--- config.mk ---
export PLATFORM = sky130hd
export DESIGN_NAME = apb_master_bridge_flat
export DESIGN_NICKNAME = d
export VERILOG_FILES = /design/src/rtl/apb_master_bridge_if.sv /design/src/rtl/apb_master_bridge.sv /design/src/flat_wrapper.sv
export SDC_FILE = /design/constraint.sdc
export NUM_CORES = 1
export LEC_CHECK = 0
export ABC_AREA = 1
export CAP_MARGIN = 20
export CORE_MARGIN = 10
export CORE_UTILIZATION = 43
export CTS_CLUSTER_SIZE = 28
export DETAILED_ROUTE_END_ITERATION = 16
export PLACE_DENSITY = 0.85
export SYNTH_ARGS = -nofsm -noshare
export SYNTH_HDL_FRONTEND = slang
export SYNTH_SLANG_ARGS = --single-unit
--- constraint.sdc ---
create_clock -name clk -period 6.02 [get_ports clk]
set_input_delay 0.602 -clock clk [delete_from_list [all_inputs] [get_ports clk]]
set_output_delay 0.602 -clock clk [all_outputs]
set_load 0.05 [all_outputs]
--- src/rtl/apb_master_bridge_if.sv ---
// Bundle of CPU request/response and APB bus signals for apb_master_bridge.
// The master modport is the bridge side; the slave modport is the CPU plus APB responder.
interface apb_master_bridge_if #(
    parameter int ADDR_W = 32,
    parameter int DATA_W = 32
);
    localparam int STRB_W = DATA_W / 8;

    logic              req_valid;
    logic              req_ready;
    logic [ADDR_W-1:0] req_addr;
    logic              req_write;
    logic [DATA_W-1:0] req_wdata;
    logic [STRB_W-1:0] req_strb;

    logic              rsp_valid;
    logic [DATA_W-1:0] rsp_rdata;
    logic              rsp_err;

    logic              psel;
    logic              penable;
    logic              pwrite;
    logic [ADDR_W-1:0] paddr;
    logic [DATA_W-1:0] pwdata;
    logic [STRB_W-1:0] pstrb;
    logic [DATA_W-1:0] prdata;
    logic              pready;
    logic              pslverr;

    modport master (
        input  req_valid, req_addr, req_write, req_wdata, req_strb,
        output req_ready,
        output rsp_valid, rsp_rdata, rsp_err,
        output psel, penable, pwrite, paddr, pwdata, pstrb,
        input  prdata, pready, pslverr
    );

    modport slave (
        output req_valid, req_addr, req_write, req_wdata, req_strb,
        input  req_ready,
        input  rsp_valid, rsp_rdata, rsp_err,
        input  psel, penable, pwrite, paddr, pwdata, pstrb,
        output prdata, pready, pslverr
    );
endinterface

--- src/rtl/apb_master_bridge.sv ---
// Single-outstanding CPU-request to APB master bridge (IDLE/SETUP/ACCESS/RESP).
// Optional macro APB_TIMEOUT_EN aborts an ACCESS phase after TIMEOUT wait cycles.
module apb_master_bridge #(
    parameter int ADDR_W  = 32,
    parameter int DATA_W  = 32,
    parameter int TIMEOUT = 255
) (
    input  logic              clk,
    input  logic              rst,
    apb_master_bridge_if.master bus
);
    localparam int STRB_W = DATA_W / 8;

    typedef enum logic [1:0] {IDLE, SETUP, ACCESS, RESP} state_t;

    state_t            state_reg;
    logic              req_ready_reg;
    logic              psel_reg;
    logic              penable_reg;
    logic              pwrite_reg;
    logic [ADDR_W-1:0] paddr_reg;
    logic [DATA_W-1:0] pwdata_reg;
    logic [STRB_W-1:0] pstrb_reg;
    logic              rsp_valid_reg;
    logic [DATA_W-1:0] rsp_rdata_reg;
    logic              rsp_err_reg;

`ifdef APB_TIMEOUT_EN
    localparam int CNT_W = (TIMEOUT < 2) ? 1 : $clog2(TIMEOUT);
    logic [CNT_W-1:0] tmo_cnt_reg;
    logic             tmo_hit;
    // The wait cycle that would bring the count to TIMEOUT ends the access.
    assign tmo_hit = !bus.pready && (tmo_cnt_reg == CNT_W'(TIMEOUT - 1));
`endif

    always_ff @(posedge clk or posedge rst) begin
        if (rst) begin
            state_reg     <= IDLE;
            req_ready_reg <= 1'b1;
            psel_reg      <= 1'b0;
            penable_reg   <= 1'b0;
            pwrite_reg    <= 1'b0;
            paddr_reg     <= '0;
            pwdata_reg    <= '0;
            pstrb_reg     <= '0;
            rsp_valid_reg <= 1'b0;
            rsp_rdata_reg <= '0;
            rsp_err_reg   <= 1'b0;
`ifdef APB_TIMEOUT_EN
            tmo_cnt_reg   <= '0;
`endif
        end else begin
            rsp_valid_reg <= 1'b0;
            case (state_reg)
                IDLE: begin
                    if (bus.req_valid) begin
                        state_reg     <= SETUP;
                        req_ready_reg <= 1'b0;
                        psel_reg      <= 1'b1;
                        pwrite_reg    <= bus.req_write;
                        paddr_reg     <= bus.req_addr;
                        pwdata_reg    <= bus.req_wdata;
                        pstrb_reg     <= bus.req_write ? bus.req_strb : '0;
                    end
                end
                SETUP: begin
                    state_reg   <= ACCESS;
                    penable_reg <= 1'b1;
`ifdef APB_TIMEOUT_EN
                    tmo_cnt_reg <= '0;
`endif
                end
                ACCESS: begin
                    if (bus.pready) begin
                        state_reg     <= RESP;
                        psel_reg      <= 1'b0;
                        penable_reg   <= 1'b0;
                        rsp_valid_reg <= 1'b1;
                        rsp_rdata_reg <= pwrite_reg ? '0 : bus.prdata;
                        rsp_err_reg   <= bus.pslverr;
                    end
`ifdef APB_TIMEOUT_EN
                    else if (tmo_hit) begin
                        state_reg     <= RESP;
                        psel_reg      <= 1'b0;
                        penable_reg   <= 1'b0;
                        rsp_valid_reg <= 1'b1;
                        rsp_rdata_reg <= '0;
                        rsp_err_reg   <= 1'b1;
                    end else begin
                        tmo_cnt_reg <= tmo_cnt_reg + CNT_W'(1);
                    end
`endif
                end
                RESP: begin
                    state_reg     <= IDLE;
                    req_ready_reg <= 1'b1;
                end
                default: begin
                    state_reg     <= IDLE;
                    req_ready_reg <= 1'b1;
                    psel_reg      <= 1'b0;
                    penable_reg   <= 1'b0;
                end
            endcase
        end
    end

    assign bus.req_ready = req_ready_reg;
    assign bus.psel      = psel_reg;
    assign bus.penable   = penable_reg;
    assign bus.pwrite    = pwrite_reg;
    assign bus.paddr     = paddr_reg;
    assign bus.pwdata    = pwdata_reg;
    assign bus.pstrb     = pstrb_reg;
    assign bus.rsp_valid = rsp_valid_reg;
    assign bus.rsp_rdata = rsp_rdata_reg;
    assign bus.rsp_err   = rsp_err_reg;
endmodule
--- src/flat_wrapper.sv ---
// flat-port wrapper written by rule: the top's interface ports become plain ports
module apb_master_bridge_flat 
#(
    parameter int ADDR_W  = 32,
    parameter int DATA_W  = 32,
    parameter int TIMEOUT = 255
)
  (clk, rst, bus_req_valid, bus_req_addr, bus_req_write, bus_req_wdata, bus_req_strb, bus_req_ready, bus_rsp_valid, bus_rsp_rdata, bus_rsp_err, bus_psel, bus_penable, bus_pwrite, bus_paddr, bus_pwdata, bus_pstrb, bus_prdata, bus_pready, bus_pslverr);
  apb_master_bridge_if #(.ADDR_W(ADDR_W), .DATA_W(DATA_W)) bus_i ();
  input  logic clk;
  input  logic rst;
  input wire logic [$bits(bus_i.req_valid)-1:0] bus_req_valid;
  input wire logic [$bits(bus_i.req_addr)-1:0] bus_req_addr;
  input wire logic [$bits(bus_i.req_write)-1:0] bus_req_write;
  input wire logic [$bits(bus_i.req_wdata)-1:0] bus_req_wdata;
  input wire logic [$bits(bus_i.req_strb)-1:0] bus_req_strb;
  output wire logic [$bits(bus_i.req_ready)-1:0] bus_req_ready;
  output wire logic [$bits(bus_i.rsp_valid)-1:0] bus_rsp_valid;
  output wire logic [$bits(bus_i.rsp_rdata)-1:0] bus_rsp_rdata;
  output wire logic [$bits(bus_i.rsp_err)-1:0] bus_rsp_err;
  output wire logic [$bits(bus_i.psel)-1:0] bus_psel;
  output wire logic [$bits(bus_i.penable)-1:0] bus_penable;
  output wire logic [$bits(bus_i.pwrite)-1:0] bus_pwrite;
  output wire logic [$bits(bus_i.paddr)-1:0] bus_paddr;
  output wire logic [$bits(bus_i.pwdata)-1:0] bus_pwdata;
  output wire logic [$bits(bus_i.pstrb)-1:0] bus_pstrb;
  input wire logic [$bits(bus_i.prdata)-1:0] bus_prdata;
  input wire logic [$bits(bus_i.pready)-1:0] bus_pready;
  input wire logic [$bits(bus_i.pslverr)-1:0] bus_pslverr;
  assign bus_i.req_valid = bus_req_valid;
  assign bus_i.req_addr = bus_req_addr;
  assign bus_i.req_write = bus_req_write;
  assign bus_i.req_wdata = bus_req_wdata;
  assign bus_i.req_strb = bus_req_strb;
  assign bus_req_ready = bus_i.req_ready;
  assign bus_rsp_valid = bus_i.rsp_valid;
  assign bus_rsp_rdata = bus_i.rsp_rdata;
  assign bus_rsp_err = bus_i.rsp_err;
  assign bus_psel = bus_i.psel;
  assign bus_penable = bus_i.penable;
  assign bus_pwrite = bus_i.pwrite;
  assign bus_paddr = bus_i.paddr;
  assign bus_pwdata = bus_i.pwdata;
  assign bus_pstrb = bus_i.pstrb;
  assign bus_i.prdata = bus_prdata;
  assign bus_i.pready = bus_pready;
  assign bus_i.pslverr = bus_pslverr;
  apb_master_bridge #(.ADDR_W(ADDR_W), .DATA_W(DATA_W), .TIMEOUT(TIMEOUT)) u_core (.clk(clk), .rst(rst), .bus(bus_i));
endmodule
### Word level (Yosys, flattened, before mapping)

Index checks and enable logic that the tools add are counted.

* logic and storage cells: 39
* flip-flop bits (word level): 108
* RAM bits: 0
* memory bits (read-only): 0
* latch bits: 0
* input bits: 106
* output and inout bits: 106
* memories: 0

* reduce and logical (&&, ||, !) cells: 10
* multiply operators: 0
* magnitude comparators: 0
* add/sub/neg operators: 0
* mux-type cells: 13
* equality and inequality tests: 5
* div/mod/pow operators: 0
* bitwise logic cells: 0
* shift-type cells: 0

Operators with widths (count)
* $mux W32: 1
* $reduce_and A2 Y1: 5
* $pmux W2 S4: 1
* $pmux W1 S2: 3
* $reduce_bool A2 Y1: 3
* $mux W1: 5
* $eq A2 B2 Y1 const B: 2
* $mux W2: 2
* $mux W4: 1
* $ne A2 B2 Y1 const B: 2
* $reduce_and A3 Y1: 1
* $eq A2 B1 Y1 const B: 1
* $logic_not A2 Y1: 1

### Depth between registers and ports, before layout

Gate-level depths: netlist of run 1.

* depth after elaboration: 3
* depth in mapped cells: 8
* gate-level depth less buffers: 7

### Worst setup path after synthesis of run 1

OpenSTA, ideal clock, no wires.

* kind: register to register
* from: register u_core.state_reg[0]
* to: register u_core.rsp_rdata_reg[10], in the netlist u_core.bus.rsp_rdata[10]
* arrival: 1.195 ns
* cell stages (with the launch flop): 8
* required time: 5.887 ns
* path buffers: 2
* setup slack: 4.692 ns
* period minus slack after synthesis: 1.328 ns
* setup time: 0.133 ns
* cell sequence: dfrtp_1 > inv_1 > ha_1 > nand2_1 > buf_2 > buf_2 > nand2_1 > o21ai_0

* word-level cells in the longest chain between the ends: 2

Ends and longest elaborated chain
* start: declaration: RTL line apb_master_bridge.sv:16 `state_t state_reg;`
* start signal: assignment: RTL line apb_master_bridge.sv:38 `state_reg <= IDLE;`
* start signal: assignment: RTL line apb_master_bridge.sv:57 `state_reg <= SETUP;`
* start signal: assignment: RTL line apb_master_bridge.sv:67 `state_reg <= ACCESS;`
* $eq A2 B2 Y1: RTL line apb_master_bridge.sv:54 `case (state_reg)`
* $reduce_and A2 Y1 (no source line)
* end signal: assignment: RTL line apb_master_bridge.sv:79 `rsp_rdata_reg <= pwrite_reg ? '0 : bus.prdata;`
* end: declaration: RTL line apb_master_bridge.sv:25 `logic [DATA_W-1:0] rsp_rdata_reg;`

Every way passes these cells.
A chain may end at the register's enable or synchronous reset.

### Worst setup path in the final report of run 1

* from: register u_core.req_ready_reg, in the netlist u_core.bus.req_ready
* to: output bus_req_ready

RTL lines
* start: declaration: RTL line apb_master_bridge.sv:17 `logic req_ready_reg;`
* start signal: assignment: RTL line apb_master_bridge.sv:39 `req_ready_reg <= 1'b1;`
* start signal: assignment: RTL line apb_master_bridge.sv:58 `req_ready_reg <= 1'b0;`
* start signal: assignment: RTL line apb_master_bridge.sv:97 `req_ready_reg <= 1'b1;`
* end: declaration: RTL line flat_wrapper.sv:17 `output wire logic [$bits(bus_i.req_ready)-1:0] bus_req_ready;`

No word-level cell between the ends.

==> results of run 1 <==
routing by layer:
layer | vias up | part of all wire [%] | GRT usage [%]
met5 | - | 0 | 0
met4 | 0 | 1.7 | 5.28
met3 | 17 | 9.4 | 6.84
met2 | 146 | 50 | 29.6
met1 | 1805 | 39 | 19.8
li1 | 1870 | - | -
cell families (layout without fill, tap and decap cells):
family / count (synthesis) / after routing / share of synthesized area (%)
fa+ha+maj: 6 / 6 / 1.76
buf+inv: 38 / 244 / 4.54
flops: 108 / 108 / 63.3
compound gates: 38 / 38 / 4.45
simple gates: 293 / 293 / 25.9
worst max-delay path by stage:
stage          cells past startpoint                 start  slack [ps]                   end
3_3_place_gp                       3                   rst        3700   u_core.bus.paddr[2]
3_5_place_dp                       3                   rst        3670  u_core.bus.paddr[31]
5_1_grt                            1  u_core.bus.req_ready        3670         bus_req_ready
2_1_floorplan                      1                   rst        2570   u_core.bus.paddr[0]
6_report                           1  u_core.bus.req_ready        3710         bus_req_ready
4_1_cts                            1  u_core.bus.req_ready        3690         bus_req_ready
synthesized netlist by cell type (all sizes together):
| library cell | n | area [µm²] |
|---|---|---|
| buf | 16 | 111 |
| clkbuf | 8 | 30.0 |
| dfrtp | 107 | 2680 |
| dfstp | 1 | 26.3 |
| ha | 6 | 75.1 |
| inv | 14 | 52.6 |
| nand2 | 289 | 1090 |
| nand3 | 4 | 20.0 |
| o21ai | 38 | 190 |
area by class of cell:
type                    instances  area (µm²)  share of cell area, %
clock buffers                  11         131                   1.99
clock inverters                 5        37.5                  0.567
inverters                      14        55.1                  0.832
multi-input cells             337        1380                   20.8
flip-flops and latches        108        2700                   40.9
well taps                     133         166                   2.52
repair buffers                214        2150                   32.5
power groups by stage:
stage / Combinational [W] / Sequential, W / Clock (W)
5_1_grt: 0.00276 / 0.00130 / 0.000427
2_1_floorplan: 0.000534 / 0.00242 / 0
4_1_cts: 0.00263 / 0.00126 / 0.000401
3_3_place_gp: 0.00257 / 0.00125 / 0
6_report: 0.00260 / 0.00126 / 0.000392
3_5_place_dp: 0.00262 / 0.00127 / 0
stage by stage:
step / hold WS, ps / setup slack, ps
CTS: 486 / 3690
global placement: 461 / 3700
detailed placement: 464 / 3670
finish: 484 / 3710
floorplan: 494 / 2570
global route: 510 / 3670
cells in the final DEF, fill, tap and decap left out:
cell type	instances
inv_2	1
dfrtp_1	107
clkbuf_8	9
dfstp_2	1
nand2_1	287
clkdlybuf4s50_1	211
inv_6	1
clkbuf_1	2
nand3_1	4
clkinv_4	1
nand2_2	2
clkinv_2	1
inv_4	1
ha_1	6
clkinvlp_4	2
inv_1	12
o21ai_0	38
buf_4	2
buf_12	1
==> impl_results.md, run 1 <==
- Outcome: completed
- Setup slack, reg-to-reg: around 4000 ps
- Chip width: 120 µm
- Tightest Pin Transition: 1000 ps
- Hold path endpoint: u_core.bus.req_ready
- Vias: about 3.8k
- CP endpoint kind: output pin
- Worst R2R End: u_core.bus.rsp_err
- Worst Setup Path Type: register to output pin
- Max-slew violations: 0
- FF+latch count, synth: between 100 and 150
- Placed Area: 6430 µm²
- Post-synthesis cell count: 483
- Syn Nets: 595
- Layout area overhead: 54.9%
- TritonCTS clock tree: built
- Crit-path cells: clkdlybuf4s50_1
- Critical Path AT: about 1700 ps
- Die Area: 14300 µm²
- CP max FO: 2
- Total Power: 0.00425 W
- # rows: 36
- Critical hold path startpoint: u_core.bus.req_ready
- Fin. Hold Viols: 0
- Reg clk slew, reported paths: 100 ps
- Seq pwr share: 29.6%
- Post-DRT Antenna Nets: 0
- Yosys cell types: 12
- WL final: 12800 µm
- Int Pwr: 0.00203 W
- Worst-Skew Late Latency: 350 ps
- Startpoint types: register
- Post-CTS setup buffers: 0
- Dpl cells: 805
- CTS Sinks: 108
- Initial antenna violation count: 0
- Via count normalized by instance count: about 4.7
- Vias in the first global route: approximately 4k
- Seq/Total Area, Yosys: 63.3%
- Final Core Density: about two thirds
- Clock Tree Buf Depth: 2
- Final worst-path cycle share: 38.4%
- Post-DP HPWL: 9820 µm
- Fin Clk Skew: 10.5 ps
- Reg-to-Reg Start: u_core.state_reg[0]
- PD cells: 642 nW/µm²
- Worst Reg-to-Reg Cells: 6
- Ys Warns: 0
- Largest stage delay on the critical path: ~820 ps
- First-pass GRT wire length: 20600 µm
- Finished Cell Area: around 6600 µm²
- Drt wl/cell: 15.5 µm
- Initial drt markers: 318
- Avg Inst Size Synth: between 8 and 9 µm²
- Clk root buf: clkbuf_8
- IO Count: ~210
- Total track usage: 17.4%
- Rel. slew slack: 33.2%
- Num CTS Buffers: 9
- Setup TNS: 0 ps
- Share of post-route cells with drive strength above 1: approximately 3.2%
- Mapped Area: 4270 µm²
- Antenna cells: 0
- Comb pwr share: between 60% and 70%
- P_sw: between 0.002 and 0.0025 W
- Worst Hold Class: register to register
- Min cycle time layout: about 2300 ps
- Lkg Pwr: ~3.2 nW
- Setup violators final: 0
- # nets final: 796
- Remaining DRCs: 0
- Largest net degree at the start of global routing: 74
- Sw Ratio: 52.2%
- CTS H-tree depth: 3
- Max-Cap Viols: 0
- Clk pwr share: 9.2%
- Pre-antenna DRT Iters: 5
- Critical path buffers and inverters: 1
- Total core area: 9730 µm²
- Worst vdd ir: around 0.32 mV
- Hold Buf Count CTS: 0
- Unrepaired setup endpoints after global routing: false
- Initial core utilization: 43.9%
- Slowest CP cell: clkdlybuf4s50_1
- Final cell count without fillers: 822
- GRT overflow: 0
- Port Buf Inserts: 211
- Fill count: 756
- CP required: between 5000 and 6000 ps
- Hold Path Stages: 2
- Gpl congestion: 0.829
- Worst path top cell family by delay: buffers and inverters
- Die height: 120 µm
- Cts repair resizes: 0
- Max Freq: 0.432 GHz
Note: power is estimated with default switching activity, not from simulation.
==> inputs of run 2 (changes only) <==
--- a/config.mk
+++ b/config.mk
@@ -8,10 +8,10 @@
 export ABC_AREA = 1
 export CAP_MARGIN = 20
 export CORE_MARGIN = 10
-export CORE_UTILIZATION = 43
+export CORE_UTILIZATION = 36
 export CTS_CLUSTER_SIZE = 28
 export DETAILED_ROUTE_END_ITERATION = 16
-export PLACE_DENSITY = 0.85
+export PLACE_DENSITY = 0.76
 export SYNTH_ARGS = -nofsm -noshare
 export SYNTH_HDL_FRONTEND = slang
 export SYNTH_SLANG_ARGS = --single-unit
==> constraint.sdc (replaced) <==
create_clock -name clk -period 1.9 [get_ports clk]
set_input_delay 0.19 -clock clk [delete_from_list [all_inputs] [get_ports clk]]
set_output_delay 0.19 -clock clk [all_outputs]
set_load 0.05 [all_outputs]
==> run 2 against run 1 <==
Clock skew down 4.9 ps. Core utilization down 8.8 points. Worst hold slack worse by 110 ps. Global-route usage down 2.4 points. Setup slack worse by 3500 ps. First-iteration DRC count down 38%.
==> impl_results.md, run 2 (same netlist as run 1, synthesis figures left out) <==
- Outcome: completed
- P_sw: 0.00705 W (+220%)
- Max-slew violations: 0 (unchanged)
- Port Buf Inserts: 211 (unchanged)
- CTS Sinks: 108 (unchanged)
- Vias in the first global route: 3877 (-3.5%)
- Initial drt markers: 198 (-38%)
- Rel. slew slack: 61.5% (+28 points)
- GRT overflow: 0 (unchanged)
- PD cells: 2070 nW/µm² (+220%)
- CP required: 1710 ps (-3710 ps)
- Clock Tree Buf Depth: 2 (unchanged)
- Unrepaired setup endpoints after global routing: false
- Int Pwr: 0.00709 W (+250%)
- Worst Setup Path Type: register to output pin
- Final worst-path cycle share: about nine tenths
- Reg clk slew, reported paths: 70 ps (-30 ps)
- Fin. Hold Viols: 0 (unchanged)
- Share of post-route cells with drive strength above 1: 4.05% (+0.85 points)
- Cts repair resizes: 0 (unchanged)
- Setup TNS: 0 ps (unchanged)
- Clk root buf: clkbuf_16
- Post-DP HPWL: 9850 µm (+0.28%)
- Max-Cap Viols: 0 (unchanged)
- Vias: 3827 (-0.29%)
- Comb pwr share: 58.5% (-2.7 points)
- Worst vdd ir: 1.18 mV (+260%)
- IO Count: 212 (unchanged)
- Worst Hold Class: input pin to asynchronous set/reset pin
- TritonCTS clock tree: built
- Pre-antenna DRT Iters: 4 (-1)
- Seq pwr share: 28.1% (-1.5 points)
- Initial antenna violation count: 0 (unchanged)
- Clk pwr share: 13.4% (+4.2 points)
- Gpl congestion: 0.837 (+0.97%)
- Sw Ratio: 49.9% (-2.3 points)
- Antenna cells: 0 (unchanged)
- Num CTS Buffers: 9 (unchanged)
- Total core area: 11500 µm² (+18%)
- Hold Buf Count CTS: 0 (unchanged)
- CTS H-tree depth: 3 (unchanged)
- CP endpoint kind: output pin
- Tightest Pin Transition: 575 ps (-425 ps)
- Lkg Pwr: 3.30 nW (+2.9%)
- Most common cell after layout, fill and taps aside: nand2_1
- Post-CTS setup buffers: 0 (unchanged)
- Slowest CP cell: clkdlybuf4s50_1
- # nets final: 799 (+0.38%)
- Initial core utilization: 37.1% (-6.8 points)
- Worst-Skew Late Latency: 330 ps (-20 ps)
- Chip width: 129 µm (+7.7%)
- Finished Cell Area: 6820 µm² (+3.1%)
- Layout area overhead: 59.7%
- Critical Path AT: 1540 ps (-170 ps)
- Die height: 129 µm (+7.7%)
- Critical path buffers and inverters: 1 (unchanged)
- Startpoint types: register
- Max Freq: 0.579 GHz
- Total track usage: 15.1% (-2.4 points)
- Min cycle time layout: 1730 ps
- Die Area: 16600 µm² (+16%)
- Placed Area: 6510 µm² (+1.2%)
- Largest net degree at the start of global routing: 109 (+47%)
- Via count normalized by instance count: 4.58 (-1.8%)
- Setup violators final: 0 (unchanged)
- Post-DRT Antenna Nets: 0 (unchanged)
- Drt wl/cell: 15.5 µm (-0.59%)
- Crit-path cells: clkdlybuf4s50_1
- WL final: 12900 µm (+0.99%)
- Largest stage delay on the critical path: 850 ps (+30 ps)
- First-pass GRT wire length: 19900 µm (-3.6%)
- # rows: 39 (+8.3%)
- Total Power: 0.0141 W (+230%)
- Fin Clk Skew: 5.68 ps (-4.86 ps)
- Remaining DRCs: 0 (unchanged)
- Most frequent cells in the layout: nand2_1 (287), clkdlybuf4s50_1 (210), dfrtp_1 (107)
- CP max FO: 2 (unchanged)
- Worst path top cell family by delay: buffers and inverters
## run 2: changes by cell type in the layout (fill, tap and decap cells not counted), moves of 2 or more
| cell | before | now |
|---|---|---|
| buf_12 | 1 | 3 |
| clkbuf_8 | 9 | 2 |
| clkbuf_1 | 2 | 0 |
| clkbuf_16 | 0 | 9 |
| buf_4 | 2 | 4 |
## run 2: final cells by class
type | instances | area (µm²)
clock buffer | 11 | 253
clock inverter | 5 | 60.1
fill | 1005 | 4700
inverter | 14 | 56.3
multi-input combinational | 337 | 1380
sequential | 108 | 2700
tap | 143 | 179
timing repair buffer | 217 | 2190
## run 2: metrics by stage
step / cells / hold WS [ps] / util [%] / setup slack [ps]
after floorplan: 483 / 300 / - / 409
after global placement: 819 / 461 / 56.5 / 457
after detailed placement: 819 / 464 / 56.5 / 375
after CTS: 835 / 361 / 59.2 / 143
after global routing: 835 / 368 / 59.2 / 100
final: 835 / 375 / 59.2 / 172
## run 2: power groups by stage
stage / clock (W) / combinational, W / sequential [W]
detailed placement: 0 / 0.00835 / 0.00402
CTS: 0.00196 / 0.00839 / 0.00400
floorplan: 0 / 0.00169 / 0.00766
global route: 0.00206 / 0.00879 / 0.00412
finish: 0.00189 / 0.00827 / 0.00398
global placement: 0 / 0.00823 / 0.00397
## run 2: path summary, 6_finish.rpt
check / start / end / slack, ps / depth (start not counted)
max in group asynchronous: rst / u_core.bus.rsp_rdata[3] / 1120 / 3
max: u_core.bus.paddr[21] / bus_paddr[21] / 170 / 1
min in group clk: bus_req_addr[23] / u_core.bus.paddr[23] / 380 / 3
max reg2reg: u_core.state_reg[0] / u_core.bus.pstrb[2] / 340 / 5
min: rst / u_core.bus.pstrb[1] / 370 / 3
min reg2reg: u_core.bus.pwdata[31] / u_core.bus.pwdata[31] / 480 / 2
## run 2: per-layer routing
metal | global-route usage (%) | routed length, µm | part of all wire (%)
met1 | 16.1 | 4980 | 39
met2 | 24.8 | 6210 | 48
met5 | 0 | 0 | 0
met4 | 6.49 | 304 | 2.4
met3 | 7.60 | 1420 | 11
==> variant, RTL diff (flow settings as in run 1) <==
Add a define of `APB_TIMEOUT_EN`.
--- a/src/rtl/apb_master_bridge.sv
+++ b/src/rtl/apb_master_bridge.sv
@@ -1,5 +1,7 @@
 // Single-outstanding CPU-request to APB master bridge (IDLE/SETUP/ACCESS/RESP).
 // Optional macro APB_TIMEOUT_EN aborts an ACCESS phase after TIMEOUT wait cycles.
+`define APB_TIMEOUT_EN
+
 module apb_master_bridge #(
     parameter int ADDR_W  = 32,
     parameter int DATA_W  = 32,
Check against the original RTL: same outputs for any inputs over 10 cycles, from zero or initial values and one cycle with rst high; that may be too few to reach the edited logic, so the function may still have changed.
==> variant against run 1 <==
- largest power group unchanged
- maximum frequency decreased by 5.2%
- sequential share of layout area decreased by 2.5 points
- synthesized area increased by 12%
- wire length increased by 12%
- total power increased by 15%
- largest cell class unchanged
- synthesized cell count increased by 14%
- worst setup slack got worse by 0.13 ns
- die area increased by 9.7%
- critical path depth unchanged
- sequential cell count increased by 8
- final area increased by 15%
==> variant: results (changes against run 1) <==
=====================================================================================================
Post-Place Worst Slack                                                                       3.624 ns   was 3.668 ns
Number of buffers added by the clock tree synthesis step                                           17   was 9
Data arrival time at the worst-slack endpoint                                                 1.84 ns   was 1.71 ns
Clock latency at the later pin of the worst-skew pair                                         0.50 ns   was 0.35 ns
First-pass GRT wire length                                                                   23090 um   was 20620 um
Average footprint of a synthesized cell                                                    8.677 um^2   was 8.841 um^2
Proportion of layout cells with a drive suffix above 1                                         6.606%   was 3.193%
Post-layout nets                                                                                  870   was 796
P_leak                                                                                       3.749 nW   was 3.212 nW
Routed metal-1 wire length                                                                    5650 um   was 5022 um
Sequential fraction of the synthesis area                                                      60.85%   was 63.32%
Synth Net Count                                                                                   661   was 595
Leading post-synthesis cells by instance count                                           305 x nand2_1, 115 x dfrtp_1, 38 x nand3_1, 20 x inv_1   was 288 x nand2_1, 107 x dfrtp_1, 38 x o21ai_0, 13 x inv_1, 11 x buf_2
GRT Resource Usage Total                                                                       17.91%   was 17.43%
Final worst clock skew                                                                    0.008358 ns   was 0.01054 ns
Half-perimeter wire length after detailed placement                                          10530 um   was 9818 um
Number of vias after detailed routing                                                            4276   was 3838
First-iteration detailed-routing DRC count                                                        242   was 318
Via density per instance                                                                        4.689   was 4.669
Total placed cells including tap cells                                                            879   was 805
DRT Pass-1 Iters                                                                                    4   was 5
Status                                                                                   complete, no violations   unchanged
Fraction of the mapped netlist area in compound gates                                          1.547%   was 4.454%
Clock slew seen by the registers of the worst setup and hold paths                            0.05 ns   was 0.10 ns
Placement Cell Area                                                                         6925 um^2   was 6427 um^2
Met1 layer usage reported by global route                                                      19.91%   was 19.84%
Post-synthesis share of cell area spent on full adders, half adders and majority gates         1.311%   was 1.758%
Routed wire length                                                                           14280 um   was 12780 um
Worst IR drop on VDD                                                                        0.3604 mV   was 0.3246 mV
Routing usage on met2                                                                          28.94%   was 29.64%
=====================================================================================================
==> variant: cell count changes after synthesis, sizes merged, moves of 2 or more <==
cell,before,now
o21ai,38,8
dfrtp,107,115
nand3,4,38
clkbuf,8,6
nand2,289,316
inv,14,22
buf,16,18
o21bai,0,2
nor3,0,2
a21oi,0,2
nor2,0,14
==> variant: layout make-up <==
cell class              count  area (um^2)
flip-flops and latches    116         2904
multi-input cells         388         1634
clock inverters            10        177.7
repair buffers            214         2147
well taps                 140        175.2
clock buffers              22        452.9
fillers                   827         3264
inverters                  22        85.08
==> variant: path summary, 6_finish.rpt <==
| check | endpoint | slack, ns |
|---|---|---|
| setup / recovery | bus_req_ready | 3.58 |
| hold / removal | u_core.bus.rsp_rdata[2] | 0.47 |
| setup reg to reg | u_core.bus.rsp_rdata[1] | 4.23 |
| hold reg to reg | u_core.bus.rsp_rdata[2] | 0.47 |
| max in group asynchronous | u_core.bus.paddr[27] | 4.26 |
| min in group asynchronous | u_core.bus.rsp_rdata[26] | 0.56 |
